<file path="src/rtl/logic_unit_n.sv">
// logic_unit_n: handshaked bitwise logic unit with iterative popcount / Hamming distance
module logic_unit_n #(
   parameter int REGISTER_LENGTH = 64,
   parameter int CHUNK           = 8
) (
   input  logic                       clk_i,
   input  logic                       rst_n_i,
   input  logic                       valid_i,
   output logic                       ready_o,
   input  logic [2:0]                 op_i,
   input  logic [REGISTER_LENGTH-1:0] A_i,
   input  logic [REGISTER_LENGTH-1:0] B_i,
   output logic                       valid_o,
   input  logic                       ready_i,
   output logic [REGISTER_LENGTH-1:0] out_o,
   output logic                       zero_o,
   output logic                       parity_o
);
   localparam int N  = REGISTER_LENGTH;
   localparam int K  = N / CHUNK;
   localparam int AW = $clog2(N + 1);
   localparam int CW = (K > 1) ? $clog2(K) : 1;

   if (CHUNK < 1 || N < CHUNK || (N % CHUNK) != 0) begin : g_bad_chunk
      $error("logic_unit_n: CHUNK must be >= 1 and divide REGISTER_LENGTH");
   end

   typedef enum logic [1:0] {IDLE, COUNT, DONE} state_t;

   state_t          state_q, state_d;
   logic [N-1:0]    shift_q, shift_d;
   logic [AW-1:0]   acc_q, acc_d;
   logic [CW-1:0]   cnt_q, cnt_d;
   logic [N-1:0]    out_q, out_d;
   logic            zero_q, zero_d;
   logic            parity_q, parity_d;
   logic [N-1:0]    logic_res;
   logic [AW-1:0]   chunk_pc;
   logic [AW-1:0]   acc_sum;
   logic            is_count;
   logic            last_chunk;

   assign is_count   = op_i[2] & op_i[1];
   assign last_chunk = cnt_q == CW'(K - 1);
   assign acc_sum    = acc_q + chunk_pc;

   assign ready_o  = state_q == IDLE;
   assign valid_o  = state_q == DONE;
   assign out_o    = out_q;
   assign zero_o   = zero_q;
   assign parity_o = parity_q;

   // single-cycle bitwise result for the six gate operations
   always_comb begin
      logic_res = '0;
      unique case (op_i)
         3'b000:  logic_res = A_i & B_i;
         3'b001:  logic_res = A_i | B_i;
         3'b010:  logic_res = A_i ^ B_i;
         3'b011:  logic_res = ~(A_i ^ B_i);
         3'b100:  logic_res = ~(A_i | B_i);
         3'b101:  logic_res = A_i & ~B_i;
         default: logic_res = '0;
      endcase
   end

   // population count of the chunk currently at the bottom of the shift register
   always_comb begin
      chunk_pc = '0;
      for (int i = 0; i < CHUNK; i++) chunk_pc = chunk_pc + AW'(shift_q[i]);
   end

   // next-state and datapath updates; result registers only change at completion
   always_comb begin
      state_d  = state_q;
      shift_d  = shift_q;
      acc_d    = acc_q;
      cnt_d    = cnt_q;
      out_d    = out_q;
      zero_d   = zero_q;
      parity_d = parity_q;
      case (state_q)
         IDLE: begin
            if (valid_i && is_count) begin
               shift_d = op_i[0] ? A_i : (A_i ^ B_i);
               acc_d   = '0;
               cnt_d   = '0;
               state_d = COUNT;
            end else if (valid_i) begin
               out_d    = logic_res;
               zero_d   = ~|logic_res;
               parity_d = ^logic_res;
               state_d  = DONE;
            end
         end
         COUNT: begin
            acc_d   = acc_sum;
            shift_d = shift_q >> CHUNK;
            cnt_d   = cnt_q + CW'(1);
            if (last_chunk) begin
               out_d    = N'(acc_sum);
               zero_d   = acc_sum == '0;
               parity_d = acc_sum[0];
               state_d  = DONE;
            end
         end
         DONE:    state_d = ready_i ? IDLE : DONE;
         default: state_d = IDLE;
      endcase
   end

   // state and result registers, cleared asynchronously so reset discards any operation
   always_ff @(posedge clk_i or negedge rst_n_i) begin
      if (!rst_n_i) begin
         state_q  <= IDLE;
         shift_q  <= '0;
         acc_q    <= '0;
         cnt_q    <= '0;
         out_q    <= '0;
         zero_q   <= 1'b0;
         parity_q <= 1'b0;
      end else begin
         state_q  <= state_d;
         shift_q  <= shift_d;
         acc_q    <= acc_d;
         cnt_q    <= cnt_d;
         out_q    <= out_d;
         zero_q   <= zero_d;
         parity_q <= parity_d;
      end
   end
endmodule

</file>
<file path="config.mk">
export PLATFORM = sky130hd
export DESIGN_NAME = logic_unit_n
export DESIGN_NICKNAME = d
export VERILOG_FILES = /design/src/rtl/logic_unit_n.sv
export SDC_FILE = /design/constraint.sdc
export NUM_CORES = 1
export LEC_CHECK = 0
export BUFFER_PORTS_ARGS = -buffer_cell sky130_fd_sc_hd__buf_2
export CORE_MARGIN = 2
export CORE_UTILIZATION = 30
export CTS_CLUSTER_DIAMETER = 30
export DETAILED_ROUTE_END_ITERATION = 6
export PLACE_DENSITY_LB_ADDON = 0.15
export SYNTH_ARGS = -nofsm -noshare
export SYNTH_HDL_FRONTEND = slang
export SYNTH_SLANG_ARGS = --single-unit
</file>
<file path="constraint.sdc">
create_clock -name clk_i -period 4.3 [get_ports clk_i]
set_input_delay 0.43 -clock clk_i [delete_from_list [all_inputs] [get_ports clk_i]]
set_output_delay 0.43 -clock clk_i [all_outputs]
set_load 0.03 [all_outputs]
</file>
* Word level (Yosys, flattened, before mapping)
Index checks and enable logic that the tools add are counted.
** Operators by class
- $add $sub $neg :: 9
- Bitwise operators :: 8
- Reductions and logical operators :: 11
- Muxes and demuxes :: 25
- Equality and inequality tests :: 13
** Operator list (number)
- 64-bit one-hot mux with 6 select lines :: 1
- 64-bit two-way mux :: 5
- 64-bit one-hot mux with 2 select lines :: 2
- 64-bit inverter :: 3
- 64-bit AND :: 2
- 64-bit OR :: 1
- 64-bit OR reduction :: 1
- 64-bit XOR reduction :: 1
- 64-bit bitwise XOR :: 1
- 7-bit one-hot mux with 2 select lines :: 1
- 3-bit == test, second input constant :: 3
- 2-bit two-way mux :: 4
- 6-bit by 1-bit adder with 7-bit output :: 1
- 7-bit by 1-bit adder with 7-bit output :: 1
- 7-bit adder :: 1
- 7-bit logical NOT :: 1
- 7-bit two-way mux :: 1
- 5-bit by 1-bit adder with 6-bit output :: 1
- 3-bit by 2-bit == test with 1-bit output, second input constant :: 2
- 1-bit two-way mux :: 6
- 2-bit inequality test, second input constant :: 3
- 2-bit one-hot mux with 3 select lines :: 1
- 3-bit one-hot mux with 2 select lines :: 1
- 4-bit by 1-bit adder with 5-bit output :: 1
- 19 further kinds :: 21
** Storage, ports and cells
- Logic and storage cells :: 73
- Output and inout port bits :: 68
- Bits of input ports :: 135
- Flip-flop bits (word level) :: 142

* Longest topological paths before layout
Gate-level depths: netlist of run 1.
- Depth in word-level cells :: 11
- Gate-level depth with buffers :: 15
- Gate-level depth less buffers :: 14

* Worst setup path after synthesis of run 1
Ideal clock, no wire load.
- Path type :: reg-to-reg
- Start :: register shift_q[0]
- End :: register zero_q, in the netlist zero_o
- Slack :: 0.499 ns
- Stages on the path, launching flop included :: 15
- Path buffers :: 0
- Clock period less this slack :: 3.801 ns
- Setup time :: 0.065 ns
- Required time :: 4.235 ns
- Data arrival time :: 3.735 ns
- Cell sequence :: dfrtp_1 fa_1 inv_1 fa_1 fa_1 inv_1 fa_1 inv_1 fa_1 nor2b_1 o21ai_0 nand2_1 or3_1 a2111oi_0 o22a_1
** Between the ends
- Longest elaborated chain between the ends :: 11
** Ends and longest elaborated chain
- start, declared :: RTL line 31 : logic [N-1:0] shift_q, shift_d;
- start signal, assigned :: RTL line 124 : shift_q <= shift_d;
- 1-bit by 1-bit adder with 2-bit output :: RTL line 70 : for (int i = 0; i < CHUNK; i++) chunk_pc = chunk_pc + AW'(shift_q[i]);
- 2-bit by 1-bit adder with 3-bit output :: RTL line 70
- 3-bit by 1-bit adder with 4-bit output :: RTL line 70
- 4-bit by 1-bit adder with 5-bit output :: RTL line 70
- 5-bit by 1-bit adder with 6-bit output :: RTL line 70
- 6-bit by 1-bit adder with 7-bit output :: RTL line 70
- 7-bit by 1-bit adder with 7-bit output :: RTL line 70
- 7-bit adder :: RTL line 45 : assign acc_sum = acc_q + chunk_pc;
- 7-bit logical NOT :: RTL line 102 : zero_d = acc_sum == '0;
- 1-bit two-way mux :: RTL line 100 : if (last_chunk) begin
- 1-bit one-hot mux with 2 select lines :: RTL line 82 : case (state_q)
- end signal, assigned :: RTL line 128 : zero_q <= zero_d;
- end, declared :: RTL line 35 : logic zero_q, zero_d;
No other way between the ends. The select of a mux whose other input is x is not followed.
A chain may end at the register's enable or synchronous reset.

* Worst setup path in the final report of run 1
Same ends and word-level chain as after synthesis.

==> results.txt, run 1 <==
Largest delay share family, worst path: adder cells
die area: 41200 sq um
fin crit share: 94.2%
CP arrival: 4.42 ns
number of global-route vias before repair: 10100
die width: 203 um
DRC Markers: 0
post-layout min period: 4.05 ns
PortBufs: 202
R2R setup slack: 0.25 ns
CTS Buffer Depth: 2
slowest CP cell: fa_1
Via Count: 10400
Final Util: 35.9%
crit path cell chain: fa_1, inv_1, fa_1, fa_1, inv_1, fa_1, inv_1, fa_1, nor2b_1, o21ai_0, nand2_1, or3_1, a2111oi_2, o22a_1
routed wire length: 41100 um
DR top layer: met5
CTS Root Buffer Type: clkbuf_16
part of the power in registers: 31.2%
unrepaired setup endpoints after global routing: false
Max stage delay on crit path: 0.55 ns
clock sinks: 142
Critical R2R Launch: shift_q[0]
wire length on met2: 19300 um
GPL Wtd Cong: 0.805
Setup Buffers After CTS: 0
Worst slew margin: 41.1%
setup TNS: 0 ns
slew of the pin with the lowest slew margin: 0.882 ns
Synth area leaders: dfrtp_1, ha_1, mux2i_1, xnor2_1, a221o_1
sequential cell area fraction in the yosys report: 29.9%
total of warnings raised by yosys: 0
most frequent CP cell: fa_1
Net Sw Frac: 43.8%
Psw: 3330 uW
status: completed
antenna violations before repair: 3
Die H: 203 um
P_leak: 0.00688 uW
fin nets: 1756
Commonest cells post-synth: dfrtp_1, inv_1, mux2i_1, nand2_1, nor2_1
Critical Path Start Type: register
Final Setup Violations: 0
largest net degree at the start of global routing: 84
1st-iter DRT viols: 641
HP Class: in -> async
first-pass GRT wire length: 62500 um
clock tree from TritonCTS: yes
maximum vdd drop: 0.289 mV
prevailing post-synth register cell: dfrtp_1
worst-skew pair later-pin latency: 0.44 ns
CTS H-tree depth: 4
Yosys cell types: 45
#FFs+latches synth: 142
CP Buf/Inv Count: 3
Internal Pwr Total: 4270 uW
row count: 72
Post-Syn Instances: 1369
post-route antenna net violation count: 0
post-cts repair resize count: 0
Comb pwr share: 47.5%
Max Cap Viol: 0
Syn Nets: 1613
CTS buffer count: 17
Post-CTS Hold Fix Bufs: 0
met3 wire length: 1440 um
Yosys top cell by area: dfrtp_1
fillers: 4096
GRT Total Usage: 19.8%
Reg2Reg Depth: 14
total core area: 38800 sq um
syn avg cell area: 8.68 sq um
Synth top area share: 29.9%
1st-pass router iterations: 5
Crit Path Category: reg -> reg
max-slew violations: 0
clock share of power: 21.3%
most common cell in the netlist: dfrtp_1
Routed met1 length: 19500 um
Pwr Density: 546 nW/um^2
Max Clock Freq: 247 MHz
EDFF count, synth: 0
Async S/R FF share, synth: 100%
Post-Syn Area: 11900 sq um
Critical Path RT: 4.67 ns
fraction of layout cells with a size suffix above 1: 18.0%
Initial Util: 30.6%
Worst-path clk slew: 0.07 ns
Fin. Hold Viols: 0
Clock Skew: 0.0118 ns
Ports: 203
grt ovf: 0
Synth-to-Final Area Change: 17.3%
Vias per Instance: 5.11
Reg-to-Reg End: zero_o
Crit Path Max Fanout: 5
crit end category: register
HPWL after DPL: 29900 um
WL/cell: 20.1 um
==> worst max path at each step <==
stage / startpoint / cells past startpoint / to
after global placement: shift_q[0] / 14 / zero_o
after floorplan: shift_q[0] / 14 / zero_o
after global routing: shift_q[0] / 14 / zero_o
after detailed placement: shift_q[0] / 14 / zero_o
after CTS: shift_q[0] / 14 / zero_o
final: shift_q[0] / 14 / zero_o
==> logic make-up after synthesis <==
kind of cell / Yosys count / share of synthesized area (%)
muxes: 131 / 11.1
buffers and inverters: 244 / 8.66
AOI/OAI and AO/OA: 347 / 21.0
DFF: 142 / 29.9
and+or+nand+nor: 295 / 10.1
adders and majority gates: 109 / 11.8
xor gates and xnor gates: 101 / 7.45
==> power by group through the flow <==
stage               Clock [uW]  Combinational (uW)  Sequential, uW
floorplan                    0                2040            2820
global placement             0                3630            2400
detailed placement           0                3650            2390
CTS                       1650                3670            2380
global route              1700                3970            2440
finish                    1620                3610            2370
==> layout by cell type (no fill, tap or decap), types with 3 or more instances in the layout <==
cell type  count
buf_2        199
nor2b_1        3
o21a_1        62
o31ai_1        4
nor3_1         3
mux2i_1      129
nand3_1       11
a21oi_1       60
a22oi_1        7
fa_1           5
clkbuf_16     17
nand2_1      129
bufinv_16      3
o21ai_0       51
buf_4         23
inv_1        141
inv_6          4
ha_1         104
nand4_1       10
o21ai_1       30
xor2_1         6
nor2_1       124
a221o_1       56
buf_12         3
a21o_1         5
dfrtp_1      142
a32oi_1       62
xnor2_1       95
==> routing by layer <==
metal / track usage, % / up-vias
met1: 27.6 / 5069
met4: 5.34 / 2
li1: - / 5106
met2: 32.2 / 224
met5: 0 / -
met3: 2.74 / 39
==> cell type report <==
class / instances / area [sq um] / area share, %
inverters: 141 / 529 / 3.80
diodes: 1 / 2.50 / 0.0180
clock inverters: 14 / 179 / 1.28
repair buffers: 227 / 1250 / 8.98
flip-flops and latches: 142 / 3550 / 25.5
multi-input cells: 983 / 7330 / 52.6
clock buffers: 18 / 439 / 3.15
well taps: 518 / 648 / 4.65
==> through the flow <==
| stage | hold WS, ns | total power [uW] | setup WS (ns) | std cells | cell area, sq um |
|---|---|---|---|---|---|
| floorplan | 0.134 | 4860 | 0.499 | 1369 | 11900 |
| global placement | 0.463 | 6020 | 0.206 | 2011 | 13300 |
| detailed placement | 0.469 | 6040 | 0.153 | 2011 | 13300 |
| CTS | 0.0958 | 7690 | 0.132 | 2043 | 13900 |
| global route | 0.125 | 8120 | 0.0626 | 2044 | 13900 |
| finish | 0.0642 | 7600 | 0.250 | 2044 | 13900 |
==> worst register-to-register path, cell delays in order (launching register included) <==
cell and delay (ns):
dfrtp_1 0.40, fa_1 0.55, inv_1 0.05, fa_1 0.44, fa_1 0.50, inv_1 0.05, fa_1 0.37, inv_1 0.09
fa_1 0.21, nor2b_1 0.05, o21ai_0 0.22, nand2_1 0.19, or3_1 0.36, a2111oi_2 0.33, o22a_1 0.17
==> registers in the layout (all words and copies together), names as in the netlist <==
signal / cells
acc_q: 7
cnt_q: 3
out_o: 64
parity_o: 1
shift_q: 64
state_q: 2
zero_o: 1
No activity file was read; power rests on OpenSTA's default activity.
==> run 2: changes to the inputs <==
Settings changed: BUFFER_PORTS_ARGS -buffer_cell sky130_fd_sc_hd__buf_2 to -buffer_cell sky130_fd_sc_hd__buf_4.
==> run 2 against run 1 <==
  * Critical path depth did not move
  * Clock power fell by 3%
  * Combinational power rose by 7.2%
  * Cell area rose by 3.9%
  * Clock skew rose by 0.00096 ns
  * First-iteration DRC count fell by 12%
  * Sequential share of layout area fell by 0.96 points
  * Largest power group unchanged
==> results.txt, run 2 (same netlist as run 1, synthesis figures left out) <==
status: completed
WL/cell: 20.0 um (-0.56%)
CTS Buffer Depth: 2 (unchanged)
post-layout min period: 4.04 ns (-0.00718 ns)
Vias per Instance: 5.14 (+0.65%)
Final Setup Violations: 0 (unchanged)
Reg2Reg Depth: 14 (unchanged)
maximum vdd drop: 0.315 mV (+9.1%)
Fin. Hold Viols: 0 (unchanged)
Critical Path RT: 4.69 ns (+0.02 ns)
unrepaired setup endpoints after global routing: false
Initial Util: 30.6% (unchanged)
PortBufs: 202 (unchanged)
Crit Path Max Fanout: 5 (unchanged)
number of global-route vias before repair: 10400 (+2.5%)
most frequent cells in the layout: buf_4, dfrtp_1, inv_1, mux2i_1, nand2_1
slowest CP cell: fa_1
first-pass GRT wire length: 62800 um (+0.59%)
Worst slew margin: 34.3% (-6.8 points)
1st-pass router iterations: 5 (unchanged)
row count: 72 (unchanged)
slew of the pin with the lowest slew margin: 0.985 ns (+0.104 ns)
most common cell after layout, fill and taps aside: buf_4
Max Cap Viol: 0 (unchanged)
grt ovf: 0 (unchanged)
# diodes: 0 (-1)
largest net degree at the start of global routing: 97 (+15%)
Die H: 203 um (unchanged)
fin crit share: 94.0% (-0.17 points)
Worst-path clk slew: 0.07 ns (about the same)
Critical Path Start Type: register
GPL Wtd Cong: 0.789 (-2.0%)
HP Class: in -> async
Setup Slack @ Placement: 0.214 ns (+0.0604 ns)
fraction of layout cells with a size suffix above 1: 18.0% (-0.035 points)
final worst slack: 0.257 ns (+0.00718 ns)
R2R setup slack: 0.26 ns (about the same)
1st-iter DRT viols: 564 (-12%)
Max stage delay on crit path: 0.54 ns (about the same)
Via Count: 10500 (+0.75%)
post-route antenna net violation count: 0 (unchanged)
fin nets: 1759 (+0.17%)
Post-CTS Hold Fix Bufs: 0 (unchanged)
worst-skew pair later-pin latency: 0.45 ns (about the same)
setup TNS: 0 ns (unchanged)
Max Clock Freq: 247 MHz (+0.18%)
max-slew violations: 0 (unchanged)
clock sinks: 142 (unchanged)
antenna violations before repair: 1 (-2)
crit path cell chain: fa_1, inv_1, fa_1, fa_1, inv_1, fa_1, inv_1, fa_1, nor2b_1, o21ai_0, nand2_1, or3_1, a2111oi_1, o22a_1
CTS buffer count: 17 (unchanged)
Clock Skew: 0.0127 ns (+0.000959 ns)
Reg-to-Reg End: zero_o
Critical R2R Launch: shift_q[0]
Crit Path Category: reg -> reg
HPWL after DPL: 29800 um (-0.36%)
CTS Root Buffer Type: clkbuf_16
routed wire length: 40900 um (-0.46%)
most frequent CP cell: fa_1
Synth-to-Final Area Change: 21.9%
CP arrival: 4.43 ns (about the same)
die area: 41200 sq um (unchanged)
clock tree from TritonCTS: yes
DRC Markers: 0 (unchanged)
total core area: 38800 sq um (unchanged)
GRT Total Usage: 19.9% (about the same)
Pwr Density: 540 nW/um^2 (-1.0%)
Ports: 203 (unchanged)
P_leak: 0.00703 uW (+2.2%)
die width: 203 um (unchanged)
CTS H-tree depth: 4 (unchanged)
crit end category: register
[run 2: cell count changes in the layout (fill, tap and decap cells not counted), sizes merged]
cell / before / now
inv: 146 / 142
clkinv: 4 / 6
clkinvlp: 2 / 3
buf: 227 / 230
clkbuf: 18 / 19
diode: 1 / 0
[run 2: final cells by class]
type	count	area, sq um
Clock buffer	19	433
Clock inverter	13	166
Fill cell	4002	24300
Inverter	141	529
Multi-Input combinational cell	983	7330
Sequential cell	142	3550
Tap cell	518	648
Timing Repair Buffer	230	1820
[run 2: critical path, delay by kind of cell, from the launching register on]
kind / cells / cell delay (ns)
AO/OA/AOI/OAI: 3 / 0.76
adder cells (fa/ha/maj): 5 / 2.07
buffers and inverters: 3 / 0.20
AND/OR/NAND/NOR: 3 / 0.57
flip-flops: 1 / 0.40
[run 2: where the power goes]
| group | switching, uW | internal (uW) | total [uW] |
|---|---|---|---|
| combinational | 2250 | 1610 | 3870 |
| clock | 654 | 915 | 1570 |
| sequential | 443 | 1940 | 2380 |
[run 2: worst max-delay path by stage]
stage                          start  slack, ns  endpoint  cells after the start
after global placement    shift_q[0]       0.27    zero_o                     14
final                     shift_q[0]       0.26    zero_o                     14
after global routing      shift_q[0]       0.02    zero_o                     14
after CTS                 shift_q[0]       0.20    zero_o                     14
after detailed placement  shift_q[0]       0.21    zero_o                     14
after floorplan           shift_q[0]       0.50    zero_o                     14
[run 2: per-stage QoR]
step | util [%] | cell area [sq um] | hold WS [ns] | instances | power (uW)
floorplan | - | 11900 | 0.134 | 1369 | 4860
CTS | 37.2 | 14500 | 0.127 | 2044 | 7920
global placement | 35.7 | 13900 | 0.466 | 2012 | 6270
detailed placement | 35.7 | 13900 | 0.471 | 2012 | 6310
global route | 37.3 | 14500 | 0.158 | 2046 | 8360
finish | 37.3 | 14500 | 0.0597 | 2046 | 7820
[run 2: per-layer routing]
layer,track usage (%),up-vias,part of all wire (%)
li1,-,5115,-
met2,33.0,211,48
met5,0,-,0.032
met3,3.40,32,4.0
met4,4.46,2,1.4
met1,26.9,5158,46
[run 2: timing repair]
action,CTS,global route
resized for setup,0,1
setup endpoints to repair,0,1
buffers inserted,0,2
